**src/rtl/tdm_xbar_router_if.sv**
```systemverilog
// Source/destination handshake bundle for the TDM crossbar router.
// Router side uses the slave modport; producers/sinks use master.
interface tdm_xbar_router_if #(
  parameter int DATA_W = 4,
  parameter int N_CH   = 4,
  parameter int SEL_W  = 2
);
  logic [N_CH*DATA_W-1:0] src_data;
  logic [N_CH*SEL_W-1:0]  src_dst;
  logic [N_CH-1:0]        src_valid;
  logic [N_CH-1:0]        src_ready;
  logic [N_CH*DATA_W-1:0] dst_data;
  logic [N_CH-1:0]        dst_valid;
  logic [N_CH-1:0]        dst_ready;

  modport slave (
    input  src_data, src_dst, src_valid, dst_ready,
    output src_ready, dst_data, dst_valid
  );

  modport master (
    output src_data, src_dst, src_valid, dst_ready,
    input  src_ready, dst_data, dst_valid
  );
endinterface

```
**src/rtl/tdm_xbar_router.sv**
```systemverilog
// N-source to N-destination router over one shared bus with a
// round-robin arbiter and a one-entry output register per destination.
module tdm_xbar_router #(
  parameter int DATA_W = 4,
  parameter int N_CH   = 4,
  parameter int CNT_W  = 16,
  localparam int SEL_W = (N_CH > 1) ? $clog2(N_CH) : 1
) (
  input  logic                 clk,
  input  logic                 rst_n,
  input  logic                 en,
  tdm_xbar_router_if.slave     bus,
  output logic [SEL_W-1:0]     grant_id,
  output logic                 grant_vld,
  output logic                 drop_pulse,
  output logic [CNT_W-1:0]     xfer_count,
  output logic                 busy
);

  localparam logic [SEL_W:0] NCH = (SEL_W+1)'(N_CH);

  logic [SEL_W-1:0]       rr_ptr;
  logic [N_CH-1:0]        valid_q;
  logic [N_CH*DATA_W-1:0] data_q;
  logic [N_CH-1:0]        elig;
  logic [N_CH-1:0]        ready_c;
  logic [SEL_W-1:0]       dsel;
  logic [SEL_W-1:0]       j;
  logic [SEL_W-1:0]       win;
  logic                   hit;
  logic [SEL_W-1:0]       win_dst;
  logic [DATA_W-1:0]      win_data;
  logic                   illegal;

  function automatic logic [SEL_W-1:0] wrap(
    input logic [SEL_W-1:0] b,
    input int               k
  );
    int s;
    s = int'(b) + k;
    if (s >= N_CH) s = s - N_CH;
    return s[SEL_W-1:0];
  endfunction

  // A full destination that drains this cycle counts as free.
  always_comb begin
    elig = '0;
    dsel = '0;
    for (int i = 0; i < N_CH; i++) begin
      dsel = bus.src_dst[i*SEL_W +: SEL_W];
      if ({1'b0, dsel} >= NCH)
        elig[i] = en & bus.src_valid[i];
      else
        elig[i] = en & bus.src_valid[i] &
                  (~valid_q[dsel] | bus.dst_ready[dsel]);
    end
  end

  always_comb begin
    hit = 1'b0;
    win = '0;
    j   = '0;
    for (int k = 0; k < N_CH; k++) begin
      j = wrap(rr_ptr, k);
      if (!hit && elig[j]) begin
        hit = 1'b1;
        win = j;
      end
    end
  end

  always_comb begin
    ready_c = '0;
    if (hit && rst_n)
      ready_c = N_CH'(1) << win;
  end

  assign win_dst  = bus.src_dst[win*SEL_W +: SEL_W];
  assign win_data = bus.src_data[win*DATA_W +: DATA_W];
  assign illegal  = ({1'b0, win_dst} >= NCH);

  assign bus.src_ready = ready_c;
  assign bus.dst_valid = valid_q;
  assign bus.dst_data  = data_q;
  assign busy          = |valid_q;

  always_ff @(posedge clk or negedge rst_n) begin
    if (!rst_n) begin
      rr_ptr     <= '0;
      grant_id   <= '0;
      grant_vld  <= 1'b0;
      drop_pulse <= 1'b0;
      xfer_count <= '0;
    end else begin
      grant_vld  <= hit;
      drop_pulse <= hit & illegal;
      if (hit) begin
        rr_ptr   <= wrap(win, 1);
        grant_id <= win;
        if (!illegal)
          xfer_count <= xfer_count + 1'b1;
      end
    end
  end

  // Grant into a destination overrides its drain in the same cycle.
  always_ff @(posedge clk or negedge rst_n) begin
    if (!rst_n) begin
      valid_q <= '0;
      data_q  <= '0;
    end else begin
      for (int d = 0; d < N_CH; d++) begin
        if (hit && !illegal && win_dst == SEL_W'(d)) begin
          valid_q[d]                 <= 1'b1;
          data_q[d*DATA_W +: DATA_W] <= win_data;
        end else if (bus.dst_ready[d] && valid_q[d]) begin
          valid_q[d] <= 1'b0;
        end
      end
    end
  end

endmodule
```
**src/flat_wrapper.sv**
```systemverilog
// flat-port wrapper written by rule: the top's interface ports become plain ports
module tdm_xbar_router_flat 
#(
  parameter int DATA_W = 4,
  parameter int N_CH   = 4,
  parameter int CNT_W  = 16,
  localparam int SEL_W = (N_CH > 1) ? $clog2(N_CH) : 1
)
  (clk, rst_n, en, grant_id, grant_vld, drop_pulse, xfer_count, busy, bus_src_data, bus_src_dst, bus_src_valid, bus_dst_ready, bus_src_ready, bus_dst_data, bus_dst_valid);
  tdm_xbar_router_if #(.DATA_W(DATA_W), .N_CH(N_CH)) bus_i ();
  input  logic clk;
  input  logic rst_n;
  input  logic en;
  output logic [SEL_W-1:0] grant_id;
  output logic grant_vld;
  output logic drop_pulse;
  output logic [CNT_W-1:0] xfer_count;
  output logic busy;
  input wire logic [$bits(bus_i.src_data)-1:0] bus_src_data;
  input wire logic [$bits(bus_i.src_dst)-1:0] bus_src_dst;
  input wire logic [$bits(bus_i.src_valid)-1:0] bus_src_valid;
  input wire logic [$bits(bus_i.dst_ready)-1:0] bus_dst_ready;
  output wire logic [$bits(bus_i.src_ready)-1:0] bus_src_ready;
  output wire logic [$bits(bus_i.dst_data)-1:0] bus_dst_data;
  output wire logic [$bits(bus_i.dst_valid)-1:0] bus_dst_valid;
  assign bus_i.src_data = bus_src_data;
  assign bus_i.src_dst = bus_src_dst;
  assign bus_i.src_valid = bus_src_valid;
  assign bus_i.dst_ready = bus_dst_ready;
  assign bus_src_ready = bus_i.src_ready;
  assign bus_dst_data = bus_i.dst_data;
  assign bus_dst_valid = bus_i.dst_valid;
  tdm_xbar_router #(.DATA_W(DATA_W), .N_CH(N_CH), .CNT_W(CNT_W)) u_core (.clk(clk), .rst_n(rst_n), .en(en), .bus(bus_i), .grant_id(grant_id), .grant_vld(grant_vld), .drop_pulse(drop_pulse), .xfer_count(xfer_count), .busy(busy));
endmodule
```
**config.mk**
```make
export PLATFORM = sky130hd
export DESIGN_NAME = tdm_xbar_router_flat
export DESIGN_NICKNAME = d
export VERILOG_FILES = /design/src/rtl/tdm_xbar_router_if.sv /design/src/rtl/tdm_xbar_router.sv /design/src/flat_wrapper.sv
export SDC_FILE = /design/constraint.sdc
export NUM_CORES = 1
export LEC_CHECK = 0
export ABC_AREA = 1
export CORE_MARGIN = 8
export CORE_UTILIZATION = 35
export CTS_BUF_LIST = sky130_fd_sc_hd__clkbuf_2
export DETAILED_ROUTE_END_ITERATION = 7
export GPL_ROUTABILITY_DRIVEN = 0
export PLACE_DENSITY_LB_ADDON = 0.3
export SKIP_LAST_GASP = 1
export SYNTH_ARGS = -nofsm -noshare
export SYNTH_HDL_FRONTEND = slang
export SYNTH_SLANG_ARGS = --single-unit
```
**constraint.sdc**
```tcl
create_clock -name clk -period 3.5 [get_ports clk]
set_input_delay 0.35 -clock clk [delete_from_list [all_inputs] [get_ports clk]]
set_output_delay 0.35 -clock clk [all_outputs]
set_load 0.01 [all_outputs]
```
==> results.cfg, run 1 <==
[run]
maxCapViolations = 0

[synthesis]
synth_ff_type = dfrtp_1
seq_area_frac_synth = 0.384
synth-edff-count = 0
syn-num-nets = 388
syn_area_mm2 = 0.00268
yosysWarnings = 0
synthArstFlopShare = 1.00
synth.distinct_cells = 32
ys_ff_latch = 41
postSynthCellCount = 348
avgSynthCellArea_um2 = 7.69

[clock_network]
clock_latency_ps = 410
path_clk_slew_ps = 230
clockBufferDepth = 2
clock-root-buffer = clkbuf_2
htree_levels = 2
cts_sinks = 41
cts_tree = built
numCtsBuffers = 5

[route]
wl_per_cell_um = 13.7
routed_wl_um = 7360
viasPerCell = 4.78
vias = 2562
antenna_left = 0
drc = 0
firstDrtPassIters = 5
drt_iter0_drc = 129

[floorplan]
rows = 32
coreArea_mm2 = 0.00757
dieArea_mm2 = 0.0107
die_w_um = 103
num_io_pins = 80
fp.dieH_um = 103
start_util = 0.354

[global_route]
antenna_found_initial = 0
grt_pass1_vias = 2508
gr-total-overflow = 0
track_usage = 0.142
grt_pass1_wl_um = 12000
grt_max_degree = 42

[power_and_ir_drop]
clkPwrFrac = 0.056
p_seq_frac = 0.224
leakagePower_nw = 1.81
max-vdd-ir-drop_v = 0.000467
p_sw_w = 0.00205
finalPower_w = 0.00390
p_per_area_mw_per_mm2 = 1080
pwr-share-comb = 0.720
p_int_w = 0.00185
sw_frac_of_total = 0.526

[setup_path]
endpoint_kind = output port
cp_max_fo = 7
cp.arrival_ps = 2940
path_class = in -> out
cp-start-kind = primary input
cp_data_required_time_ps = 3150

[finish]
antennaDiodeCount = 0
final_cells = 536
fin_area_mm2 = 0.00361
area_growth_pct = 34.9
nNetsFinal = 473
drive_gt1_frac = 0.136

[timing]
finClkSkew_ps = 22.4
fmax_mhz = 304
final_hold_viol_count = 0
layout_min_cycle_time_ps = 3290
tightest_slew_ps = 539
setup_tns_ps = 0
setup_ws_ps = 205
final_max_slew_viol_count = 0
relSlewSlack = 0.641
finalSetupViolations = 0
timing.final.crit_share = 0.941

[run_status]
outcome = completed

[placement]
dpl_cell_area_mm2 = 0.00355
dp_hpwl_um = 5780
post-place-ws_ps = 216
io_buffer_count = 78
dp.cells = 527

[hold_path]
hp-class = reg -> reg
worst paths after layout:
path	from	end	slack, ps	cells after the start
min in group asynchronous	rst_n	u_core.bus.dst_valid[1]	580	3
max in group asynchronous	rst_n	u_core.xfer_count[1]	2530	3
hold / removal	u_core.xfer_count[8]	u_core.xfer_count[8]	510	1
setup / recovery	bus_src_dst[0]	bus_src_ready[2]	210	16
setup reg to reg	u_core.bus.dst_valid[1]	u_core.bus.dst_data[11]	780	17
hold reg to reg	u_core.xfer_count[8]	u_core.xfer_count[8]	510	1
cell usage in the layout (no fill, tap or decap), drive strengths merged:
cell / Yosys / routed
clkinv: 0 / 1
nor3: 1 / 1
conb: 1 / 1
dlygate4sd3: 0 / 1
dfrtp: 41 / 41
nand4: 12 / 12
o211ai: 4 / 4
xor2: 7 / 7
inv: 44 / 45
nand2: 122 / 122
ha: 5 / 5
nand3b: 1 / 1
clkinvlp: 0 / 1
buf: 8 / 8
clkbuf: 0 / 5
nand3: 71 / 71
o21ai: 7 / 7
nor2: 15 / 15
clkdlybuf4s50: 0 / 77
or4: 1 / 1
a21oi: 2 / 2
xnor2: 6 / 6
per-stage QoR:
step           hold WS [ps]   util
6_report                510  0.477
5_1_grt                 527  0.477
4_1_cts                 517  0.476
3_5_place_dp            465  0.469
3_3_place_gp            464  0.469
2_1_floorplan          54.4      -
power groups by stage:
stage | registers (W) | logic, W | clock network [W]
floorplan | 0.000895 | 0.00197 | 0
global placement | 0.000878 | 0.00280 | 0
detailed placement | 0.000875 | 0.00284 | 0
CTS | 0.000870 | 0.00285 | 0.000232
global route | 0.000902 | 0.00315 | 0.000256
finish | 0.000872 | 0.00281 | 0.000219
cells by family after synthesis:
family	share of synthesized area
flops	0.384
other cells	0.00140
xor+xnor	0.0454
simple gates	0.410
buf+inv	0.0935
fa+ha+maj	0.0234
compound gates	0.0430
synthesized netlist by cell type (2+ instances only):
cell | n | area (um^2)
buf_6 | 4 | 45.0
o211ai_2 | 3 | 37.5
nand4_1 | 11 | 68.8
inv_1 | 40 | 150
xnor2_1 | 5 | 43.8
nor2_1 | 11 | 41.3
nand2_1 | 107 | 402
nand3_1 | 63 | 315
dfrtp_1 | 41 | 1030
nand2_2 | 11 | 68.8
xor2_1 | 7 | 61.3
nor2_2 | 2 | 12.5
nand2_4 | 4 | 45.0
nand3_2 | 7 | 70.1
buf_4 | 2 | 15.0
ha_1 | 5 | 62.6
o21ai_0 | 5 | 25.0
a21oi_1 | 2 | 10.0
nor2_4 | 2 | 22.5
inv_2 | 4 | 15.0
routing by layer:
metal,vias to the layer above,track usage,share of wire
met5,-,0,0
met3,10,0.0489,0.089
met2,90,0.231,0.46
li1,1285,-,-
met4,0,0.0423,0.013
met1,1177,0.174,0.44
sequential cells by signal, indices dropped and copies added, names as in the netlist:
name,cells
u_core.rr_ptr,2
u_core.bus.dst_data,16
u_core.bus.dst_valid,4
u_core.grant_vld,1
u_core.xfer_count,16
u_core.grant_id,2
worst max-delay path: stages:
cell             delay, ps
clkdlybuf4s50_1        470
inv_1                  140
nand3_1                100
nand3_1                 80
nand2_1                 90
nand3_2                100
nand2_2                 80
o21ai_4                200
nand4_1                100
nand3_1                 90
nand2_1                140
inv_2                  150
ha_1                   160
inv_1                   40
nor2_1                  90
clkdlybuf4s50_1        550
final cells by class:
type	count	area [um^2]
fillers	736	3960
repair buffers	86	838
multi-input cells	255	1400
inverters	44	165
clock inverters	3	21.3
clock buffers	5	25.0
flip-flops and latches	41	1030
well taps	102	128
what timing repair did:
action                     CTS  global route
hold endpoints to repair    25             0
setup endpoints to repair    0             2
buffers inserted             0             0
resized for setup            0             5
hold buffers                 1             0
Note: power is estimated with default switching activity, not from simulation.
==> run 2, diff against run 1 <==
Settings changed: SKIP_CTS_REPAIR_TIMING from default to 1.
==> results.cfg, run 2 (synthesis gave the netlist of run 1 again) <==
[run_status]
outcome = completed

[clock_network]
clock_latency_ps = 410
path_clk_slew_ps = 230
clockBufferDepth = 2
clock-root-buffer = clkbuf_2
htree_levels = 2
cts_sinks = 41
numCtsBuffers = 5
cts_tree = built

[setup_path]
critPathLaunch = bus_src_dst[0]
r2r-start = u_core.bus.dst_valid[1]
cp_max_fo = 7
r2r_slack_ps = 780
crit_end = bus_src_ready[2]
path_cells = clkdlybuf4s50_1, inv_1, nand3_1, nand3_1, nand2_1, nand3_2, nand2_2, o21ai_4, nand4_1, nand3_1, nand2_1, inv_2, ha_1, inv_1, nor2_1, clkdlybuf4s50_1
cpPeakStageDelay_ps = 550
reg2reg_depth = 17
cpMaxStageDelayCell = clkdlybuf4s50_1
cp_data_required_time_ps = 3150
r2r_end = u_core.bus.dst_data[11]
path_class = in -> out
cp-start-kind = primary input
cpMostUsedCell = nand3_1
endpoint_kind = output port
cp.arrival_ps = 2940

[finish]
antennaDiodeCount = 0
final_cell_mix = nand2_1 (107), clkdlybuf4s50_1 (77), nand3_1 (63)
area_growth_pct = 34.9
utilization = 0.477
final_common_cell = nand2_1
drive_gt1_frac = 0.136
nFillCells = 738
seqCellArea_mm2 = 0.00103
multiInputGateArea_mm2 = 0.00140
fin_area_mm2 = 0.00361
nNetsFinal = 473

[floorplan]
coreArea_mm2 = 0.00757
die_w_um = 103
dieArea_mm2 = 0.0107
rows = 32
fp.dieH_um = 103
num_io_pins = 80
start_util = 0.354

[global_route]
grt_pass1_vias = 2501
antenna_found_initial = 0
grt_pass1_wl_um = 11900
track_usage = 0.142
gr-total-overflow = 0
grt_max_degree = 42

[timing]
timing.final.crit_share = 0.941
fmax_mhz = 304
whs_ps = 510
final_hold_viol_count = 0
setup_tns_ps = 0
final_max_slew_viol_count = 0
setup_ws_ps = 205
tightest_slew_ps = 539
finClkSkew_ps = 22.4
relSlewSlack = 0.641
layout_min_cycle_time_ps = 3290
finalSetupViolations = 0

[route]
drt_iter0_drc = 129
drc = 0
viasPerCell = 4.78
antenna_left = 0
vias = 2562
wl_per_cell_um = 13.7
routed_wl_um = 7350
firstDrtPassIters = 5

[run]
maxCapViolations = 0

[power_and_ir_drop]
leakagePower_nw = 1.81
p_per_area_mw_per_mm2 = 1080
max-vdd-ir-drop_v = 0.000467

[hold_path]
hp-class = reg -> reg

[placement]
dp_hpwl_um = 5780
post-place-ws_ps = 216
io_buffer_count = 78
dpl_cell_area_mm2 = 0.00355
-- run 2: cell counts in the layout (fill, tap and decap cells not counted) --
Identical to the previous run, type by type.
-- run 2: how the worst min path moves through the flow --
stage | end | from | cells after the start
5_1_grt | u_core.xfer_count[9] | u_core.xfer_count[9] | 1
2_1_floorplan | u_core.bus.dst_data[0] | rst_n | 0
3_5_place_dp | u_core.bus.dst_data[10] | u_core.bus.dst_data[10] | 2
6_report | u_core.xfer_count[8] | u_core.xfer_count[8] | 1
4_1_cts | u_core.xfer_count[5] | rst_n | 2
3_3_place_gp | u_core.bus.dst_data[12] | u_core.bus.dst_data[12] | 2
-- run 2: per-stage QoR --
stage,power [W],cells
finish,0.00390,536
global placement,0.00368,527
global route,0.00431,536
floorplan,0.00286,348
CTS,0.00395,535
detailed placement,0.00371,527
-- run 2: layout make-up --
| cell class | count | area share |
|---|---|---|
| Multi-Input combinational cell | 255 | 0.388 |
| Sequential cell | 41 | 0.286 |
| Timing Repair Buffer | 86 | 0.232 |
| Inverter | 44 | 0.0458 |
| Tap cell | 102 | 0.0354 |
| Clock buffer | 5 | 0.00693 |
| Clock inverter | 3 | 0.00589 |
-- run 2: report_power, final --
part | internal, W | total, W | switching, W
Sequential | 0.000687 | 0.000872 | 0.000186
Combinational | 0.00111 | 0.00281 | 0.00170
Clock | 0.0000506 | 0.000219 | 0.000169
-- run 2: metal layers --
metal,GRT usage,wire length (um)
met3,0.0502,653
met2,0.230,3400
met1,0.174,3200
met5,0,0
met4,0.0423,98
-- run 2: worst max-delay path, delay by kind of cell --
| family | cells | cell delay (ps) |
|---|---|---|
| buffers and inverters | 5 | 1350 |
| adder cells (fa/ha/maj) | 1 | 160 |
| AND/OR/NAND/NOR | 9 | 870 |
| AO/OA/AOI/OAI | 1 | 200 |
